**config.mk**
```make
export PLATFORM = sky130hd
export DESIGN_NAME = vga_timing_gen
export DESIGN_NICKNAME = d
export VERILOG_FILES = /design/src/rtl/vga_timing_gen_pkg.sv /design/src/rtl/vga_timing_gen_pix_div.sv /design/src/rtl/vga_timing_gen.sv
export SDC_FILE = /design/constraint.sdc
export NUM_CORES = 1
export LEC_CHECK = 0
export BUFFER_PORTS_ARGS = -buffer_cell sky130_fd_sc_hd__buf_2
export CORE_MARGIN = 2
export CORE_UTILIZATION = 41
export DETAILED_ROUTE_END_ITERATION = 12
export PLACE_DENSITY = 0.6
export SLEW_MARGIN = 5
export SYNTH_ARGS = -nofsm -noshare
export SYNTH_HDL_FRONTEND = slang
export SYNTH_SLANG_ARGS = --single-unit
```
**constraint.sdc**
```tcl
create_clock -name clk100 -period 2.3 [get_ports clk100]
set_clock_uncertainty 0.1 [all_clocks]
set_input_delay 0.23 -clock clk100 [delete_from_list [all_inputs] [get_ports clk100]]
set_output_delay 0.23 -clock clk100 [all_outputs]
set_load 0.03 [all_outputs]
```
**src/rtl/vga_timing_gen_pkg.sv**
```systemverilog
// vga_timing_gen_pkg
//   Shared video definitions for the 640x480@60 raster generator.
//   Holds the default horizontal/vertical timing constants, the pixel
//   clock divide ratio, the 10-bit coordinate type used for the Pixel and
//   Line counters, and the state encoding of the run/stop sequencer.
package vga_timing_gen_pkg;

  // Horizontal timing in pixel clocks.
  localparam int H_ACTIVE_DEF = 640;
  localparam int H_FP_DEF     = 16;
  localparam int H_SYNC_DEF   = 96;
  localparam int H_BP_DEF     = 48;
  localparam int H_TOTAL_DEF  = H_ACTIVE_DEF + H_FP_DEF + H_SYNC_DEF + H_BP_DEF;

  // Vertical timing in lines.
  localparam int V_ACTIVE_DEF = 480;
  localparam int V_FP_DEF     = 10;
  localparam int V_SYNC_DEF   = 2;
  localparam int V_BP_DEF     = 33;
  localparam int V_TOTAL_DEF  = V_ACTIVE_DEF + V_FP_DEF + V_SYNC_DEF + V_BP_DEF;

  // 100 MHz system clock cycles per 25 MHz pixel.
  localparam int CLK_DIV_DEF  = 4;

  // Raster coordinates are 10 bits wide (covers 0..799 and 0..524).
  localparam int COORD_W = 10;
  typedef logic [COORD_W-1:0] coord_t;

  // Run/stop sequencer states.
  typedef enum logic [1:0] {
    IDLE     = 2'd0,
    RUN      = 2'd1,
    STOPPING = 2'd2
  } state_t;

endpackage

```
**src/rtl/vga_timing_gen_pix_div.sv**
```systemverilog
// vga_pix_div
//   Pixel-enable strobe generator. Counts clk100 cycles 0..CLK_DIV-1 while
//   enabled and raises pix_en (registered) for the one cycle in which the
//   count sits at CLK_DIV-1. A clear forces the count back to 0 so the
//   first strobe after a start lands exactly CLK_DIV-1 cycles later.
//
//   Ports:
//     clk100  in   system clock
//     rst_n   in   asynchronous active-low reset
//     enable  in   count while high; count parks at 0 while low
//     clear   in   restart the count from 0 (wins over enable)
//     pix_en  out  one-cycle strobe once every CLK_DIV cycles
module vga_pix_div
  import vga_timing_gen_pkg::*;
#(
  parameter int CLK_DIV = CLK_DIV_DEF
) (
  input  logic clk100,
  input  logic rst_n,
  input  logic enable,
  input  logic clear,
  output logic pix_en
);

  localparam int DIV_W = $clog2(CLK_DIV);
  localparam logic [DIV_W-1:0] DIV_LAST = DIV_W'(CLK_DIV - 1);

  logic [DIV_W-1:0] div_q;
  logic [DIV_W-1:0] div_next;

  // Next divider value: wrap at CLK_DIV-1, hold at zero when stopped or
  // cleared so a restart always begins a fresh pixel period.
  always_comb begin
    div_next = '0;
    if (!clear && enable) begin
      div_next = (div_q == DIV_LAST) ? '0 : div_q + DIV_W'(1);
    end
  end

  // The strobe is registered from the next count so it is high exactly in
  // the cycle where the divider register holds CLK_DIV-1.
  always_ff @(posedge clk100 or negedge rst_n) begin
    if (!rst_n) begin
      div_q  <= '0;
      pix_en <= 1'b0;
    end else begin
      div_q  <= div_next;
      pix_en <= !clear && enable && (div_next == DIV_LAST);
    end
  end

endmodule

```
**src/rtl/vga_timing_gen.sv**
```systemverilog
// vga_timing_gen
//   640x480@60 raster timing generator running from the 100 MHz clock.
//   Produces the Pixel/Line counters, hsync/vsync, data enable and a
//   frame_start pulse, all registered together so every output describes
//   the coordinate presented in the same cycle. Counters advance only on
//   the 25 MHz pix_en strobe. A level run request starts the raster at
//   (0,0); dropping it lets the current frame finish before parking.
//
//   Ports:
//     clk100       in   system clock, 100 MHz
//     rst_n        in   asynchronous active-low reset
//     run          in   level request to produce video
//     pix_en       out  pixel strobe, once every CLK_DIV cycles while running
//     Pixel        out  horizontal counter 0..H_TOTAL-1
//     Line         out  vertical counter 0..V_TOTAL-1
//     hsync        out  horizontal sync, active level SYNC_POL
//     vsync        out  vertical sync, active level SYNC_POL
//     de           out  high inside the active H_ACTIVE x V_ACTIVE area
//     frame_start  out  one-cycle pulse in the first cycle of (0,0)
module vga_timing_gen
  import vga_timing_gen_pkg::*;
#(
  parameter int H_ACTIVE = H_ACTIVE_DEF,
  parameter int H_FP     = H_FP_DEF,
  parameter int H_SYNC   = H_SYNC_DEF,
  parameter int H_BP     = H_BP_DEF,
  parameter int V_ACTIVE = V_ACTIVE_DEF,
  parameter int V_FP     = V_FP_DEF,
  parameter int V_SYNC   = V_SYNC_DEF,
  parameter int V_BP     = V_BP_DEF,
  parameter int CLK_DIV  = CLK_DIV_DEF,
  parameter bit SYNC_POL = 1'b0
) (
  input  logic               clk100,
  input  logic               rst_n,
  input  logic               run,
  output logic               pix_en,
  output logic [COORD_W-1:0] Pixel,
  output logic [COORD_W-1:0] Line,
  output logic               hsync,
  output logic               vsync,
  output logic               de,
  output logic               frame_start
);

  localparam coord_t H_ACT        = coord_t'(H_ACTIVE);
  localparam coord_t H_SYNC_START = coord_t'(H_ACTIVE + H_FP);
  localparam coord_t H_SYNC_END   = coord_t'(H_ACTIVE + H_FP + H_SYNC - 1);
  localparam coord_t H_LAST       = coord_t'(H_ACTIVE + H_FP + H_SYNC + H_BP - 1);
  localparam coord_t V_ACT        = coord_t'(V_ACTIVE);
  localparam coord_t V_SYNC_START = coord_t'(V_ACTIVE + V_FP);
  localparam coord_t V_SYNC_END   = coord_t'(V_ACTIVE + V_FP + V_SYNC - 1);
  localparam coord_t V_LAST       = coord_t'(V_ACTIVE + V_FP + V_SYNC + V_BP - 1);

  state_t state;
  state_t state_next;
  coord_t pixel_next;
  coord_t line_next;
  logic   fs_next;
  logic   de_next;
  logic   hsync_next;
  logic   vsync_next;
  logic   div_clear;
  logic   div_enable;
  logic   at_end;
  logic   visible;

  assign div_enable = (state != IDLE);

  vga_pix_div #(
    .CLK_DIV (CLK_DIV)
  ) u_pix_div (
    .clk100 (clk100),
    .rst_n  (rst_n),
    .enable (div_enable),
    .clear  (div_clear),
    .pix_en (pix_en)
  );

  // Sequencer and raster next-state. The counters step on pix_en, which is
  // high in the last cycle of each pixel period, so the new coordinate and
  // the syncs/de decoded from it all land on the same clock edge. Stopping
  // is only honoured on the final pixel of a frame, so the parked position
  // is always (0,0) and a frame is never cut short.
  always_comb begin
    state_next = state;
    pixel_next = Pixel;
    line_next  = Line;
    fs_next    = 1'b0;
    div_clear  = 1'b0;
    at_end     = (Pixel == H_LAST) && (Line == V_LAST);

    case (state)
      IDLE: begin
        pixel_next = '0;
        line_next  = '0;
        if (run) begin
          state_next = RUN;
          div_clear  = 1'b1;
          fs_next    = 1'b1;
        end
      end
      RUN: begin
        if (!run) state_next = STOPPING;
      end
      STOPPING: begin
        if (run) state_next = RUN;
        else if (pix_en && at_end) state_next = IDLE;
      end
      default: state_next = IDLE;
    endcase

    if ((state != IDLE) && pix_en) begin
      if (Pixel == H_LAST) begin
        pixel_next = '0;
        line_next  = (Line == V_LAST) ? '0 : Line + coord_t'(1);
      end else begin
        pixel_next = Pixel + coord_t'(1);
      end
      // A wrap that keeps the raster running starts a new frame; the wrap
      // that parks the generator does not.
      if (at_end && (state_next != IDLE)) fs_next = 1'b1;
    end

    visible    = (state_next != IDLE);
    de_next    = visible && (pixel_next < H_ACT) && (line_next < V_ACT);
    hsync_next = (visible && (pixel_next >= H_SYNC_START) && (pixel_next <= H_SYNC_END))
                 ? SYNC_POL : ~SYNC_POL;
    vsync_next = (visible && (line_next >= V_SYNC_START) && (line_next <= V_SYNC_END))
                 ? SYNC_POL : ~SYNC_POL;
  end

  // Output and state registers. Reset parks the raster at (0,0) with the
  // syncs at their inactive level.
  always_ff @(posedge clk100 or negedge rst_n) begin
    if (!rst_n) begin
      state       <= IDLE;
      Pixel       <= '0;
      Line        <= '0;
      hsync       <= ~SYNC_POL;
      vsync       <= ~SYNC_POL;
      de          <= 1'b0;
      frame_start <= 1'b0;
    end else begin
      state       <= state_next;
      Pixel       <= pixel_next;
      Line        <= line_next;
      hsync       <= hsync_next;
      vsync       <= vsync_next;
      de          <= de_next;
      frame_start <= fs_next;
    end
  end

endmodule

```
==> impl.org, run 1 <==
** Outcome
- The run finished with clean final reports.

** Hold path
- Worst min-delay path category :: input pin to flip-flop

** Placement
- Number of cells after detailed placement :: between 200 and 300
- Summing all placed instances gives a cell area of 0.002092 mm².
- Input and output buffers added on the ports amount to 27.
- Total half-perimeter wirelength after legalization and detailed placement :: 3.305 mm
- Routability congestion estimate :: approximately 0.9

** Clock network
- Number of buffers inserted by post-CTS setup repair :: 0
- The later pin in the worst-skew pair is clocked with a latency of between 0.2 and 0.3 ns.
- Clock Pin Slew Worst Setup and Hold Paths :: approximately 0.070 ns
- Total clock sinks :: 29
- Clock tree synthesis inserted a total of 5 buffers.
- The cell sitting at the root of the clock tree is a sky130_fd_sc_hd__clkbuf_8.
- No sink is reached through more buffers than the 2 on the longest clock path.
- TritonCTS built the clock tree.
- The H-tree generated during clock tree synthesis spans 2 levels.

** Global routing
- The initial antenna violation count was 0.
- The first global-routing pass estimated 7.514 mm of wire.
- In the global route stage, overall resource usage came out at 19.43%.
- The via count of the first global-routing pass came to between 1500 and 2000.
- Largest net degree at the start of global routing :: 30
- Leftover overflow at the end of global routing :: 0

** Detailed routing
- The first detailed-routing pass ran for 4 iterations.
- Count of vias placed by the detailed router :: about 1700
- Number of nets with antenna violations after routing :: 0
- Detailed router's first-iteration violation count :: ~180
- WL final :: 4.532 mm
- Drt drc :: 0
- Dividing the detail-routed wire length by the instance count gives ~15 µm.
- After detailed routing, the number of vias per cell comes to roughly 5.6.

** Logic synthesis
- After synthesis, the largest area contributor takes up 37.66% of total cell area.
- Netlist area before placement :: ~0.0018 mm²
- Commonest cells in the synthesized netlist :: sky130_fd_sc_hd__dfrtp_1, sky130_fd_sc_hd__nand2_1, sky130_fd_sc_hd__nor2_1, sky130_fd_sc_hd__o21ai_0, sky130_fd_sc_hd__nand3_1
- Share of the yosys chip area belonging to registers :: about two fifths
- Number of different library cells in the post-synthesis netlist :: between 50 and 60
- By area the synthesized netlist is led by sky130_fd_sc_hd__dfrtp_1, sky130_fd_sc_hd__nand2_1, sky130_fd_sc_hd__o21ai_0, sky130_fd_sc_hd__nor2_1, sky130_fd_sc_hd__nand3_1.
- After technology mapping, the gate count stands at ~210.
- Number of nets in the synthesized netlist :: 213
- sky130_fd_sc_hd__dfrtp_1 is the most common cell in the netlist.
- After synthesis, the mean cell area works out to just under 9 µm².
- Yosys printed 0 warnings.
- #FFs+latches synth :: 29
- The biggest area contributor in the post-synthesis netlist is sky130_fd_sc_hd__dfrtp_1.
- Share of flip-flops with an asynchronous set or reset :: 100.0%
- Number of enable-type register cells in the synthesized netlist :: 0
- Ys flop type :: sky130_fd_sc_hd__dfrtp_1

** Cells and area
- Count of antenna diodes in the layout :: 0
- Layout overhead on the synthesized area :: 24.27%
- Non-filler instance count after layout :: about 300
- Final design area excluding fillers :: around 0.0022 mm²
- The post-route netlist has 27.78% of its cells at a drive strength greater than 1.
- Final-stage net count :: approximately 260

** Critical path
- In this design, the stage delay of the slowest critical-path cell is ~0.6 ns.
- Critical-path top delay cell :: sky130_fd_sc_hd__or4b_4
- Type of destination of the critical path :: flip-flop
- The critical path is of the flip-flop to flip-flop type.
- Data on the critical path is required at its endpoint by approximately 2.4 ns.
- Data arrival time at the worst-slack endpoint :: ~2.3 ns
- Max FO, Critical Path :: 10
- STA classifies the critical path startpoint as a flip-flop.
- The number of buffers and inverters on the critical path is 0.
- Delay-heaviest family, CP :: simple AND/OR/NAND/NOR gates
- Worst path cell trace :: or4b_4, nor3_4, nand2_4, o22ai_1, and4b_1, o2111ai_1

** Floorplan
- Area of the die :: about 0.0049 mm²
- Effective utilization at floorplan :: between 40% and 50%
- The core region is between 0.004 and 0.005 mm².
- Pin placement for this block handled 28 I/O pins.
- Die width :: roughly 70 µm
- Vert. Die Dim :: roughly 70 µm
- The floorplan has 24 rows.

** Pwr
- Power Density :: about 610 mW/mm²
- Total power for the finished layout comes to between 1 and 1.5 mW.
- Total leakage power :: just over 1 nW
- Maximum resistive drop on vdd :: 0.3713 mV

** Timing
- At the pin with the least slew margin, the transition time is approximately 0.63 ns.
- Fraction of the cycle the final worst path needs :: between 90% and 100%
- The final number of max-transition violations came to 0.
- Setup TNS :: 0 ns
- Shortest period the worst path allows :: roughly 2.2 ns
- The worst pin sits at a relative slew slack of 57.96%.
- Finish-stage setup viols :: 0
- The number of failing hold endpoints at the final stage came to 0.
- Derived from the worst setup path, the maximum achievable clock frequency is between 400 and 500 MHz.
- Setup repair after global routing left no endpoint under its margin.

** Run
- The tool flagged a number of max-cap violations equal to 0.
==> cell type report <==
cell class / count / area (µm²)
clock buffers: 7 / 86.33
clock inverters: 1 / 30.03
fillers: 416 / 2064
inverters: 10 / 37.54
multi-input cells: 157 / 987.2
flip-flops and latches: 29 / 728.2
well taps: 52 / 65.06
repair buffers: 48 / 295.3
==> placed cells by master, fill, tap and decap left out, types with 2 or more instances in the layout <==
cell / n
sky130_fd_sc_hd__and3_1: 4
sky130_fd_sc_hd__nor4_1: 2
sky130_fd_sc_hd__nor2b_1: 5
sky130_fd_sc_hd__ha_1: 4
sky130_fd_sc_hd__xor2_1: 4
sky130_fd_sc_hd__dfrtp_1: 27
sky130_fd_sc_hd__a31oi_1: 2
sky130_fd_sc_hd__a211oi_1: 3
sky130_fd_sc_hd__o31a_1: 2
sky130_fd_sc_hd__o21ai_0: 16
sky130_fd_sc_hd__or3_1: 2
sky130_fd_sc_hd__inv_1: 10
sky130_fd_sc_hd__a21oi_1: 10
sky130_fd_sc_hd__buf_2: 27
sky130_fd_sc_hd__and4_1: 2
sky130_fd_sc_hd__xnor2_1: 2
sky130_fd_sc_hd__nor2_1: 18
sky130_fd_sc_hd__nand4b_1: 2
sky130_fd_sc_hd__nor3_1: 8
sky130_fd_sc_hd__or2_2: 3
sky130_fd_sc_hd__nand3_1: 12
sky130_fd_sc_hd__nand2_1: 22
sky130_fd_sc_hd__nand4_1: 6
sky130_fd_sc_hd__o211ai_1: 2
sky130_fd_sc_hd__buf_4: 20
sky130_fd_sc_hd__clkbuf_8: 6
sky130_fd_sc_hd__a311oi_1: 2
sky130_fd_sc_hd__dfstp_2: 2
==> state kept, by name, indices dropped and copies added (netlist names) <==
| name | cells |
|---|---|
| Line | 10 |
| Pixel | 10 |
| de | 1 |
| frame_start | 1 |
| hsync | 1 |
| state | 2 |
| u_pix_div.div_q | 2 |
| u_pix_div.pix_en | 1 |
| vsync | 1 |
==> metal layers <==
| metal | GRT usage (%) | routed length [µm] | vias up | share of wire, % |
|---|---|---|---|---|
| li1 | - | - | 837 | - |
| met1 | 29.14 | 2311 | 802 | 51 |
| met2 | 26.98 | 1947 | 45 | 43 |
| met3 | 5.195 | 214 | 5 | 4.7 |
| met4 | 6.410 | 59 | 0 | 1.3 |
| met5 | 0 | 0 | - | 0 |
==> power by group <==
group          internal (mW)  leakage, nW  switching [mW]
clock                  0.353       0.0585           0.197
combinational         0.0837        0.568           0.144
sequential             0.549        0.388          0.0401
==> worst reg2reg max path: cells and delay by family (launching register included) <==
family             cells  cell delay, ns
and+or+nand+nor        4            1.30
AOI/OAI and AO/OA      2            0.29
DFF                    1            0.44
==> what timing repair did <==
action | 4_1_cts | 5_1_grt
hold endpoints to repair | 27 | 0
setup endpoints to repair | 0 | 2
resized for setup | 0 | 2
hold buffers | 1 | 0
==> per-stage QoR <==
step,hold WS (ns),utilization (%),worst slack [ns]
2_1_floorplan,-0.1656,-,0.004086
3_3_place_gp,0.1925,48.72,0.1325
4_1_cts,0.007515,51.66,0.09143
3_5_place_dp,0.1980,48.72,0.1063
5_1_grt,0.01393,51.92,0.004732
6_report,0.01565,51.92,0.09831
==> cell families after synthesis <==
group / count (synthesis) / share of synthesized area, %
DFF: 29 / 40.59
xor gates and xnor gates: 6 / 2.929
adders and majority gates: 4 / 2.790
buffers and inverters: 20 / 5.021
and+or+nand+nor: 98 / 31.24
AOI/OAI and AO/OA: 49 / 17.43
==> final timing paths <==
kind,start,end,slack [ns],cells past startpoint
max,Pixel[5],vsync,0.1,6
min reg2reg,u_pix_div.div_q[0],u_pix_div.pix_en,0.37,1
max reg2reg,Pixel[5],vsync,0.1,6
max in group asynchronous,rst_n,Pixel[8],1.28,2
min,run,state[1],0.02,2
min in group asynchronous,rst_n,Pixel[7],0.40,2
(Power assumes the default switching activity.)
==> run 2: changes to the inputs <==
clock period = 2.2 ns   (was 2.3 ns; I/O delays follow)
==> run 2 against run 1 <==
Final cell count rose by 3.6%. Clock-buffer cell count stayed put. Wire length increased by 0.73%. Die area unchanged. Via count rose by 0.95%. Combinational power rose by 17%. Global-route usage is 0.18 points higher. Power fell by 0.38%. Design area is 3.7% higher. Critical path type unchanged. Critical endpoint is now hsync.
==> impl.org, run 2 (synthesis gave the netlist of run 1 again) <==
** Cells and area
- The share of cells above drive strength 1 is 33.08% (was 27.78%).
- The layout net count is 269 (was 258).
- Top flop regs :: Line x10, Pixel x10 (unchanged)
- Most frequent cells in the layout :: sky130_fd_sc_hd__buf_4, sky130_fd_sc_hd__buf_2, sky130_fd_sc_hd__dfrtp_1, sky130_fd_sc_hd__nand2_1, sky130_fd_sc_hd__nor2_1 (was sky130_fd_sc_hd__dfrtp_1, sky130_fd_sc_hd__buf_2, sky130_fd_sc_hd__nand2_1, sky130_fd_sc_hd__buf_4, sky130_fd_sc_hd__nor2_1)
- Layout overhead on the synthesized area :: 28.87% (was 24.27%)
- Final design area excluding fillers :: 0.002312 mm² (was 0.002230 mm²)
- Non-filler instance count after layout :: 315 (was 304)
- The antenna diode count was 0 (unchanged).
- Most frequent standard cell in the layout excluding fill and tap cells :: sky130_fd_sc_hd__buf_4

** Timing
- Highest clock frequency the design can meet :: 476.2 MHz (was 454.2 MHz)
- The final cycle utilization of the critical path came to 95.46% (was 95.73%).
- The final critical-path setup slack is 0.09998 ns (was 0.09831 ns).
- The final number of max-transition violations came to 0 (unchanged).
- Setup TNS :: 0 ns (unchanged)
- Worst-Margin Slew :: 0.6403 ns (was 0.6307 ns)
- Finish-stage setup viols :: 0 (unchanged)
- Final hold violation count :: 0 (unchanged)
- The final critical-path required period was 2.100 ns (was 2.202 ns).
- Slew margin rel. :: 57.31% (was 57.96%)

** Detailed routing
- 1st-pass router iterations :: 4 (unchanged)
- Via-to-Cell Ratio :: 5.413 (was 5.556)
- Drt drc :: 0 (unchanged)
- Count of vias placed by the detailed router :: 1705 (was 1689)
- The DRC violation total after the first TritonRoute iteration came to 172 (was 177).
- Number of nets with antenna violations after routing :: 0 (unchanged)
- WL final :: 4.565 mm (was 4.532 mm)
- Routed wire per std cell :: 14.49 µm (was 14.91 µm)

** Clock network
- The clock-pin slew on the worst setup and hold paths was 0.07 ns (about the same).
- Longest Clk Path Bufs :: 2 (unchanged)
- Skew-Pair Late Insertion Delay :: 0.28 ns (about the same)
- The level count of the clock H-tree was 2 (unchanged).
- Clock tree from TritonCTS :: done (unchanged)
- Total clock sinks :: 29 (unchanged)
- The library cell used as clock root buffer is sky130_fd_sc_hd__clkbuf_8 (unchanged).
- The number of CTS-inserted buffers is 5 (unchanged).

** Global routing
- Most Crowded Layer GR :: met1 (unchanged)
- Number of antenna violations at the first check in global routing :: 0 (unchanged)
- Number of global-route vias before repair :: 1579 (was 1559)
- Met3 global-route usage :: 4.762% (was 5.195%)
- The met2 track demand over resource in global routing was 27.51% (was 26.98%).
- Aggregate global-route resource usage :: 19.60% (was 19.43%)
- The total congestion overflow is 0 (unchanged).
- The met1 usage in global routing came to 29.75% (was 29.14%).
- The wire length of the first global-routing pass was 7.645 mm (was 7.514 mm).
- Largest net degree at the start of global routing :: 30 (unchanged)

** Critical path
- The data arrival time of the critical path came to 2.20 ns (was 2.30 ns).
- Crit path kind :: flip-flop to flip-flop (unchanged)
- The largest fanout of any net on the critical path came to 3 (was 10).
- The required time at the endpoint of the critical path is 2.30 ns (was 2.40 ns).
- Startpoint type of the worst setup path :: flip-flop (unchanged)
- The type of element capturing the critical path is a flip-flop (unchanged).

** Placement
- The post-place instance area came to 0.002171 mm² (was 0.002092 mm²).
- The worst setup slack before clock tree synthesis was 0.04002 ns (was 0.1063 ns).
- Routability congestion estimate :: 0.8258 (was 0.8994)
- The cell total after placement was 305 (was 295).
- Buffers on Ports :: 27 (unchanged)
- Total half-perimeter wirelength after legalization and detailed placement :: 3.408 mm (was 3.305 mm)

** Pwr
- Maximum resistive drop on vdd :: 0.3865 mV (was 0.3713 mV)
- The overall power after layout came to 1.361 mW (was 1.367 mW).
- Total leakage power :: 1.058 nW (was 1.015 nW)
- The total power per unit cell area is 588.8 mW/mm² (was 612.9 mW/mm²).

** Outcome
- Status: completed (unchanged).

** Floorplan
- The number of ports placed on the die boundary was 28 (unchanged).
- The chip width is 70.15 µm (unchanged).
- Vert. Die Dim :: 70.15 µm (unchanged)
- The core box area came to 0.004294 mm² (unchanged).
- The effective utilization at floorplan came to 41.78% (unchanged).
- Rows :: 24 (unchanged)
- The die area was 0.004921 mm² (unchanged).

** Run
- Max-Cap Viols :: 0 (unchanged)

** Hold path
- Worst min-delay path category :: input pin to flip-flop (unchanged)
-- run 2: where the power goes --
group / switching, mW / internal [mW] / total (mW) / leakage (nW)
Combinational: 0.164 / 0.102 / 0.266 / 0.621
Sequential: 0.0338 / 0.576 / 0.610 / 0.383
Clock: 0.204 / 0.282 / 0.486 / 0.0542
Total: 0.401 / 0.960 / 1.36 / 1.06
-- run 2: final cells by class --
class	instances	area (µm²)
clock buffer	7	96.34
timing repair buffer	59	377.9
multi-input combinational	157	998.5
fill	415	1982
clock inverter	1	5.005
inverter	10	37.54
tap	52	65.06
sequential	29	732.0
-- run 2: worst max-delay path: stages, from the launching register on --
cell and delay, ns:
sky130_fd_sc_hd__dfrtp_2 0.43, sky130_fd_sc_hd__or4b_4 0.58, sky130_fd_sc_hd__nor3_1 0.33, sky130_fd_sc_hd__or2_2 0.21, sky130_fd_sc_hd__nor3_1 0.05, sky130_fd_sc_hd__o21ai_0 0.20, sky130_fd_sc_hd__nand4b_1 0.12
-- run 2: repair_timing --
action                                  4_1_cts  5_1_grt
buffers inserted                              0        1
hold buffers                                  1        0
resized for setup                             0        6
endpoints found under the setup margin        0        3
hold endpoints to repair                     27        0
-- run 2: path summary, 6_finish.rpt --
check / start / to / slack [ns] / cells past startpoint
max: Pixel[5] / hsync / 0.1 / 6
min: run / state[1] / 0.01 / 2
max in group asynchronous: rst_n / Pixel[1] / 1.14 / 2
min in group asynchronous: rst_n / Pixel[4] / 0.39 / 2
min reg2reg: u_pix_div.div_q[0] / u_pix_div.pix_en / 0.37 / 1
max reg2reg: Pixel[5] / hsync / 0.1 / 6
-- run 2: per-layer routing --
| layer | vias up | routed length, µm |
|---|---|---|
| met2 | 53 | 1942 |
| met1 | 790 | 2306 |
| met4 | 0 | 48 |
| li1 | 858 | - |
| met3 | 4 | 267 |
| met5 | - | 0 |
-- run 2: stage by stage --
step | hold slack (ns) | util (%)
4_1_cts | 0.007276 | 53.15
2_1_floorplan | -0.1756 | -
5_1_grt | 0.001492 | 53.85
3_5_place_dp | 0.1935 | 50.55
3_3_place_gp | 0.1958 | 50.55
6_report | 0.01350 | 53.85
